### config.mk
export PLATFORM = sky130hd
export DESIGN_NAME = uart_msg_framer
export DESIGN_NICKNAME = d
export VERILOG_FILES = /design/src/rtl/uart_msg_framer_pkg.sv /design/src/rtl/uart_msg_framer_gap_timer.sv /design/src/rtl/uart_msg_framer.sv
export SDC_FILE = /design/constraint.sdc
export NUM_CORES = 1
export LEC_CHECK = 0
export BUFFER_PORTS_ARGS = -buffer_cell sky130_fd_sc_hd__buf_2
export CORE_MARGIN = 2
export CORE_UTILIZATION = 51
export DETAILED_ROUTE_END_ITERATION = 8
export PLACE_DENSITY = 0.82
export SYNTH_ARGS = -nofsm -noshare
export SYNTH_HDL_FRONTEND = slang
export SYNTH_SLANG_ARGS = --single-unit
### constraint.sdc
create_clock -name clk -period 2.1 [get_ports clk]
set_input_delay 0.105 -clock clk [delete_from_list [all_inputs] [get_ports clk]]
set_output_delay 0.105 -clock clk [all_outputs]
set_load 0.05 [all_outputs]
### src/rtl/uart_msg_framer_pkg.sv
// Shared definitions for the UART price-message framer: state encoding,
// default framing constants and the running checksum helper.
package uart_msg_framer_pkg;

  localparam logic [7:0] DEFAULT_SOF_BYTE = 8'hA5;
  localparam int unsigned CLK_FREQ_HZ     = 100_000_000;
  localparam int unsigned UART_BAUD       = 9_600;

  typedef enum logic [1:0] {
    ST_IDLE    = 2'd0,
    ST_TYPE    = 2'd1,
    ST_PAYLOAD = 2'd2,
    ST_CHECK   = 2'd3
  } frame_state_t;

  // Running XOR checksum over the type and payload bytes.
  function automatic logic [7:0] chk_update(input logic [7:0] chk, input logic [7:0] data);
    return chk ^ data;
  endfunction

endpackage

### src/rtl/uart_msg_framer_gap_timer.sv
// Inter-byte gap timer: counts enabled cycles since the last clear and pulses
// expired when the count reaches TIMEOUT_CLKS-1.
module byte_gap_timer #(
  parameter int unsigned TIMEOUT_CLKS = 312_500
) (
  input  logic clk,
  input  logic rst,
  input  logic clear,
  input  logic enable,
  output logic expired
);

  localparam int unsigned CNT_W = (TIMEOUT_CLKS > 1) ? $clog2(TIMEOUT_CLKS) : 1;
  localparam logic [CNT_W-1:0] LAST_CNT = CNT_W'(TIMEOUT_CLKS - 1);

  logic [CNT_W-1:0] count_r;

  // A clear always wins over expiry, so a byte arriving on the last cycle is kept.
  assign expired = enable & ~clear & (count_r == LAST_CNT);

  // Gap counter; restarts after expiry so the pulse lasts one cycle.
  always_ff @(posedge clk) begin
    if (rst) begin
      count_r <= {CNT_W{1'b0}};
    end else if (clear || expired) begin
      count_r <= {CNT_W{1'b0}};
    end else if (enable) begin
      count_r <= count_r + {{(CNT_W-1){1'b0}}, 1'b1};
    end else begin
      count_r <= count_r;
    end
  end

endmodule

### src/rtl/uart_msg_framer.sv
// Frames the UART byte stream into SOF/type/payload/checksum price messages,
// reporting checksum and inter-byte timeout errors with a saturating counter.
module uart_msg_framer
  import uart_msg_framer_pkg::*;
#(
  parameter logic [7:0]  SOF_BYTE      = DEFAULT_SOF_BYTE,
  parameter int unsigned PAYLOAD_BYTES = 4,
  parameter int unsigned TIMEOUT_CLKS  = 312_500,
  parameter int unsigned ERR_CNT_W     = 16
) (
  input  logic                       clk,
  input  logic                       rst,
  input  logic [7:0]                 rx_data,
  input  logic                       rx_valid,
  output logic                       msg_valid,
  output logic [7:0]                 msg_type,
  output logic [8*PAYLOAD_BYTES-1:0] msg_price,
  output logic                       busy,
  output logic                       err_chk,
  output logic                       err_timeout,
  output logic [ERR_CNT_W-1:0]       err_count
);

  localparam int unsigned PRICE_W = 8 * PAYLOAD_BYTES;
  localparam int unsigned IDX_W   = (PAYLOAD_BYTES > 1) ? $clog2(PAYLOAD_BYTES) : 1;
  localparam logic [IDX_W-1:0] LAST_IDX = IDX_W'(PAYLOAD_BYTES - 1);

  frame_state_t        state_r, next_state_s;
  logic                rx_valid_r;
  logic                byte_stb_s;
  logic [7:0]          type_r, type_nxt_s;
  logic [7:0]          chk_r, chk_nxt_s;
  logic [IDX_W-1:0]    idx_r, idx_nxt_s;
  logic [PRICE_W-1:0]  price_sh_r, price_nxt_s;
  logic                frame_ok_s;
  logic                frame_bad_s;
  logic                timeout_s;
  logic                gap_expired_s;
  logic                gap_clear_s;
  logic                gap_enable_s;

  assign byte_stb_s   = rx_valid & ~rx_valid_r;
  assign gap_clear_s  = byte_stb_s | (state_r == ST_IDLE);
  assign gap_enable_s = (state_r != ST_IDLE);

  byte_gap_timer #(
    .TIMEOUT_CLKS (TIMEOUT_CLKS)
  ) u_gap_timer (
    .clk     (clk),
    .rst     (rst),
    .clear   (gap_clear_s),
    .enable  (gap_enable_s),
    .expired (gap_expired_s)
  );

  // Next-state, datapath updates and frame outcome decode.
  always_comb begin
    next_state_s = state_r;
    type_nxt_s   = type_r;
    chk_nxt_s    = chk_r;
    idx_nxt_s    = idx_r;
    price_nxt_s  = price_sh_r;
    frame_ok_s   = 1'b0;
    frame_bad_s  = 1'b0;
    timeout_s    = 1'b0;

    case (state_r)
      ST_IDLE: begin
        if (byte_stb_s && (rx_data == SOF_BYTE)) begin
          next_state_s = ST_TYPE;
        end else begin
          next_state_s = ST_IDLE;
        end
      end
      ST_TYPE: begin
        if (byte_stb_s) begin
          type_nxt_s   = rx_data;
          chk_nxt_s    = rx_data;
          idx_nxt_s    = {IDX_W{1'b0}};
          next_state_s = ST_PAYLOAD;
        end else begin
          next_state_s = ST_TYPE;
        end
      end
      ST_PAYLOAD: begin
        if (byte_stb_s) begin
          price_nxt_s      = price_sh_r << 8;
          price_nxt_s[7:0] = rx_data;
          chk_nxt_s        = chk_update(chk_r, rx_data);
          if (idx_r == LAST_IDX) begin
            next_state_s = ST_CHECK;
          end else begin
            idx_nxt_s = idx_r + {{(IDX_W-1){1'b0}}, 1'b1};
          end
        end else begin
          next_state_s = ST_PAYLOAD;
        end
      end
      ST_CHECK: begin
        if (byte_stb_s) begin
          if (rx_data == chk_r) begin
            frame_ok_s = 1'b1;
          end else begin
            frame_bad_s = 1'b1;
          end
          next_state_s = ST_IDLE;
        end else begin
          next_state_s = ST_CHECK;
        end
      end
      default: begin
        next_state_s = ST_IDLE;
      end
    endcase

    // The timer never expires on a strobe cycle, so this cannot override a byte.
    if (gap_expired_s) begin
      next_state_s = ST_IDLE;
      timeout_s    = 1'b1;
    end else begin
      timeout_s    = 1'b0;
    end
  end

  // State, datapath and registered output update.
  always_ff @(posedge clk) begin
    if (rst) begin
      state_r     <= ST_IDLE;
      rx_valid_r  <= 1'b0;
      type_r      <= 8'h00;
      chk_r       <= 8'h00;
      idx_r       <= {IDX_W{1'b0}};
      price_sh_r  <= {PRICE_W{1'b0}};
      msg_valid   <= 1'b0;
      msg_type    <= 8'h00;
      msg_price   <= {PRICE_W{1'b0}};
      busy        <= 1'b0;
      err_chk     <= 1'b0;
      err_timeout <= 1'b0;
      err_count   <= {ERR_CNT_W{1'b0}};
    end else begin
      state_r     <= next_state_s;
      rx_valid_r  <= rx_valid;
      type_r      <= type_nxt_s;
      chk_r       <= chk_nxt_s;
      idx_r       <= idx_nxt_s;
      price_sh_r  <= price_nxt_s;
      msg_valid   <= frame_ok_s;
      busy        <= (next_state_s != ST_IDLE);
      err_chk     <= frame_bad_s;
      err_timeout <= timeout_s;
      if (frame_ok_s) begin
        msg_type  <= type_r;
        msg_price <= price_sh_r;
      end else begin
        msg_type  <= msg_type;
        msg_price <= msg_price;
      end
      if ((frame_bad_s || timeout_s) && (err_count != {ERR_CNT_W{1'b1}})) begin
        err_count <= err_count + {{(ERR_CNT_W-1){1'b0}}, 1'b1};
      end else begin
        err_count <= err_count;
      end
    end
  end

endmodule
# Word-level counts from Yosys, hierarchy flattened

Cells that the tools add are included.

Output and inout port bits: 60
Bits of input ports: 11
Word-level logic and storage cells: 69
Flip-flop bits (word level): 132

Muxes and demuxes: 21
Equality and inequality tests: 11
$add $sub $neg: 3
Bitwise logic cells: 7
Reduce and logical (&&, ||, !) cells: 13

Operators by type and width:

| cell                                                             | number |
|---|---|
| 19-bit by 1-bit adder with 19-bit output (second input constant) | 1 |
| 19-bit == test (second input constant)                           | 1 |
| 16-bit by 1-bit adder with 16-bit output (second input constant) | 1 |
| 2-bit two-way mux                                                | 8 |
| 8-bit two-way mux                                                | 2 |
| 16-bit != test (second input constant)                           | 1 |
| 8-bit one-hot mux with 2 select lines                            | 1 |
| 8-bit == test                                                    | 1 |
| 8-bit == test (second input constant)                            | 1 |
| 1-bit two-way mux                                                | 8 |
| 2-bit one-hot mux with 4 select lines                            | 1 |
| 8-bit bitwise XOR                                                | 1 |
| 2-bit == test (second input constant)                            | 3 |
| 2-bit != test (second input constant)                            | 3 |
| 2-bit nonzero test                                               | 3 |
| 2-bit one-hot mux with 2 select lines                            | 1 |
| 2-bit AND reduction                                              | 2 |
| 4-bit AND reduction                                              | 1 |
| 1-bit AND                                                        | 3 |
| 3-bit AND reduction                                              | 1 |
| 2-bit by 1-bit adder with 2-bit output (second input constant)   | 1 |
| 2-bit by 1-bit == test with 1-bit output (second input constant) | 1 |
| 1-bit logical AND                                                | 2 |
| 2-bit logical NOT                                                | 1 |
| 4 further kinds                                                  | 6 |

# Longest topological paths before layout

Depth in word-level cells: 9
Gate-level depth with buffers: 8
Gate-level depth less buffers: 7

# Modules after synthesis

A second synthesis with hierarchy kept.

Cells, all modules: 623
Area, all modules: 5469.0 µm²

By module, submodules not included:

| module          | area each (µm²) | times used | cells an instance |
|---|---|---|---|
| uart_msg_framer | 4529.3          | 1          | 517 |
| byte_gap_timer  | 939.7           | 1          | 106 |

# Worst setup path after synthesis

Ideal clock, no wire load.

Path kind: reg-to-reg
From: reg err_count[6]
To: reg err_count[7]
Slack: -0.134 ns
Cell stages (with the launch flop): 8
Buffers on the path: 1
Data arrival time: 2.114 ns
Data required time: 1.979 ns
Period minus slack after synthesis: 2.234 ns
Setup time: 0.121 ns
Cells stage by stage: dfxtp_1 > nand4_1 > nor2_1 > nand3_1 > o21ai_2 > clkbuf_1 > nor2_1 > mux2_2

Cells in the longest elaborated chain, start to end: 2

Ends and longest elaborated chain:

| what                                                                                             | line                   | source |
|---|---|---|
| start: declaration                                                                               | uart_msg_framer.sv:21  | `output logic [ERR_CNT_W-1:0] err_count` |
| start signal: assignment                                                                         | uart_msg_framer.sv:140 | `err_count <= {ERR_CNT_W{1'b0}};` |
| start signal: assignment                                                                         | uart_msg_framer.sv:160 | `err_count <= err_count + {{(ERR_CNT_W-1){1'b0}}, 1'b1};` |
| start signal: assignment                                                                         | uart_msg_framer.sv:162 | `err_count <= err_count;` |
| parallel branches: the longest is 2 deep, another holds 16-bit by 1-bit adder with 16-bit output | n/a                    |  |

Several ways; the timed one is not identified.
A chain may end at the register's enable or synchronous reset.

# Worst setup path in the final report

From: reg u_gap_timer.count_r[0]
To: reg err_count[13]

Cells in the longest elaborated chain, start to end: 5

Ends and longest elaborated chain:

| what                     | line                            | source |
|---|---|---|
| start: declaration       | uart_msg_framer_gap_timer.sv:16 | `logic [CNT_W-1:0] count_r;` |
| start signal: assignment | uart_msg_framer_gap_timer.sv:24 | `count_r <= {CNT_W{1'b0}};` |
| start signal: assignment | uart_msg_framer_gap_timer.sv:26 | `count_r <= {CNT_W{1'b0}};` |
| start signal: assignment | uart_msg_framer_gap_timer.sv:28 | `count_r <= count_r + {{(CNT_W-1){1'b0}}, 1'b1};` |
| 19-bit == test           | uart_msg_framer_gap_timer.sv:19 | `assign expired = enable & ~clear & (count_r == LAST_CNT);` |
| 1-bit AND                | uart_msg_framer_gap_timer.sv:19 |  |
| 1-bit two-way mux        | uart_msg_framer.sv:117          | `if (gap_expired_s) begin` |
| 1-bit logical OR         | uart_msg_framer.sv:159          | `if ((frame_bad_s \|\| timeout_s) && (err_count != {ERR_CNT_W{1'b1}})) begin` |
| 1-bit logical AND        | uart_msg_framer.sv:159          |  |

Every way passes these cells.

==> reports/results.ini <==
[setup_path]
path_buf_inv=0
endpoint_kind=flip-flop
crit_family=simple AND/OR/NAND/NOR gates
crit_chain=ha_4, o21ai_4, or4_4, nor3_4, o21ai_4, or4_4, a21oi_2
r2r_start=u_gap_timer.count_r[0]
rrSetupSlack_ps=-70
reg2reg_depth=7
crit_slowest_cell=or4_4
crit_fanout=8
start_kind=flip-flop
timing.rr.end=err_count[13]
critPathMaxStageDelay_ps=550
cp_data_arrival_time_ps=2610
required_ps=2540
crit_type=reg2reg

[global_routing]
first_global_vias=4450
antenna_found_initial=0
grt_max_degree=77
grt_first_pass_wirelength_mm=20.8
grt_usage=0.231
grt.overflow.total=0

[clock_network]
clock-sinks=132
path_clk_slew_ps=60
cts-root-buf=clkbuf_8
clockBufferDepth=2
htree_levels=4
cts_buffers=17
clock_latency_ps=510
cts_tree=built

[drt]
drcViolationCount=0
detail_route.wl_per_cell_um=15.7
first_pass_iters=6
drt-initial-drc-count=364
wl_mm=13.3
vias_per_cell=5.52
drtAntennaViolNets=0
vias=4678

[layout]
final_common_cell=dfxtp_1
fillCellCount=725
final_cells=847
final_cell_mix=124 x dfxtp_1, 104 x nand2_1, 87 x nor2_1, 69 x buf_2, 53 x a21oi_1
ff_latch_area_um2=2650
nets=715
fin_util=0.681
multi_input_area_um2=2540
drive_above_1_share=0.239
area_growth_pct=28.3
diodes=0

[sta]
final_hold_viol_count=0
setup_viol=4
final.period_utilization=1.03
fmax_mhz=462
fin_tns_setup_ps=-139
maxSlewHeadroom=0.620
rsz0062_at_grt=yes
fin_crit_ps=2170
layout_setup_ws_ps=-65.7
tightest_slew_ps=568
drv_slew=0
hold_ws_ps=43.1
fin_skew_ps=7.62

[status]
violations=setup timing
status=complete, but fails checks

[die]
die_x_um=105
rows=36
initial_core_util=0.530
core_area_um2=9860
io_pins=71
dieArea_um2=11100
die_h_um=105

[yosys]
syn-cell-area_um2=5230
synth_nets=612
synth.avg_cell_area_um2=8.75
synth_flop_cell=dfxtp_1
synth_top_cell_by_area=dfxtp_1
async_flop_share=0
seq_area_frac_synth=0.505
ys_types=42
synth_top_area_share=0.505
synth_edf_count=0
synth_warnings=0
syn-instance-count=598
synthTopCellsByArea=dfxtp_1 51%, mux2i_1 8.0%, nand2_1 7.5%, nor2_1 6.5%, a21oi_1 5.3%
synth-seq-cells=132

[hold_path]
hold_depth=2
hold_path_class=in2reg
min_to=err_count[1]
hp-start=rst

[place]
dp_hpwl_mm=8.05
gp_congestion=0.815
io_buffers=70
dp_cells=796

[power_and_ir_drop]
leakage_nw=2.88
power_density_nw_per_um2=836
peakVddDrop_v=0.000460

[run]
max-cap-violations=0

==> state kept, by name (all words and copies together), names as in the netlist, 2 cells and up <==
signal,flops
chk_r,8
err_count,16
idx_r,2
msg_price,32
msg_type,8
price_sh_r,32
state_r,2
type_r,8
u_gap_timer.count_r,19
==> where the power goes <==
part	internal (mW)	switching [mW]	leakage [nW]	total [mW]
sequential	2.51	0.00149	1.07	2.51
combinational	0.0372	0.0670	1.52	0.104
clock	1.86	1.14	0.294	3.00
total	4.40	1.21	2.88	5.61
==> final cells by class <==
class	instances	area share
tap	133	0.0248
sequential	132	0.395
clock inverter	13	0.0252
timing repair buffer	115	0.109
inverter	6	0.00335
multi-input combinational	429	0.378
clock buffer	19	0.0643
==> cells by family (layout without fill, tap and decap cells) <==
family / Yosys count / count (layout) / share of synthesized area
buffers and inverters: 37 / 153 / 0.0275
flip-flops: 132 / 132 / 0.505
XOR/XNOR: 29 / 29 / 0.0485
multiplexers: 46 / 46 / 0.0890
adder cells (fa/ha/maj): 3 / 3 / 0.00717
AND/OR/NAND/NOR: 263 / 263 / 0.227
AO/OA/AOI/OAI: 88 / 88 / 0.0961
==> metal layers <==
layer	global-route usage	share of wire	vias up
met5	0	0	-
li1	-	-	2233
met4	0.0867	0.020	0
met1	0.285	0.41	2224
met2	0.391	0.51	187
met3	0.0550	0.062	34
==> metrics by stage <==
stage          total power, mW  cell area, µm²  setup slack [ps]
2_1_floorplan             2.61            5240              12.7
3_3_place_gp              2.65            5850              24.2
3_5_place_dp              2.65            5850             -33.9
4_1_cts                   5.62            6610             -31.4
5_1_grt                   5.75            6720              -142
6_report                  5.61            6720             -65.7
==> how the worst max path moves through the flow <==
stage                                 from       endpoint  cells past startpoint
finish              u_gap_timer.count_r[0]  err_count[13]                      7
global route        u_gap_timer.count_r[7]  err_count[13]                      6
global placement    u_gap_timer.count_r[0]   err_count[3]                      8
CTS                 u_gap_timer.count_r[0]   err_count[8]                      8
detailed placement  u_gap_timer.count_r[0]   err_count[3]                      8
floorplan           u_gap_timer.count_r[0]   err_count[7]                      8
==> worst reg2reg max path, delay by kind of cell (launching register included) <==
family,cells,cell delay [ps]
simple gates,3,1230
fa+ha+maj,1,150
flops,1,360
compound gates,3,360
==> cells in the mapped netlist, types with 2 or more instances <==
cell and number:
a21oi_1 55, and3_1 7, buf_1 2, clkbuf_1 27, dfxtp_1 132, ha_1 3, inv_1 6, mux2_2 4
mux2i_1 42, nand2_1 104, nand2b_1 2, nand3_1 13, nand4_1 8, nor2_1 90, nor2b_1 11, nor3_1 2
nor4_1 3, nor4b_1 3, o211ai_1 11, o21ai_0 11, o21ai_2 2, o31ai_1 4, or2_2 2, or3_1 3
or4_1 7, xnor2_1 17, xor2_1 12
==> timing repair <==
action	CTS	global route
pin swaps	7	6
setup endpoints to repair	4	30
hold endpoints to repair	21	0
hold buffers	9	0
gates resized for setup	6	15
buffers inserted	6	4
(Power assumes the default switching activity.)
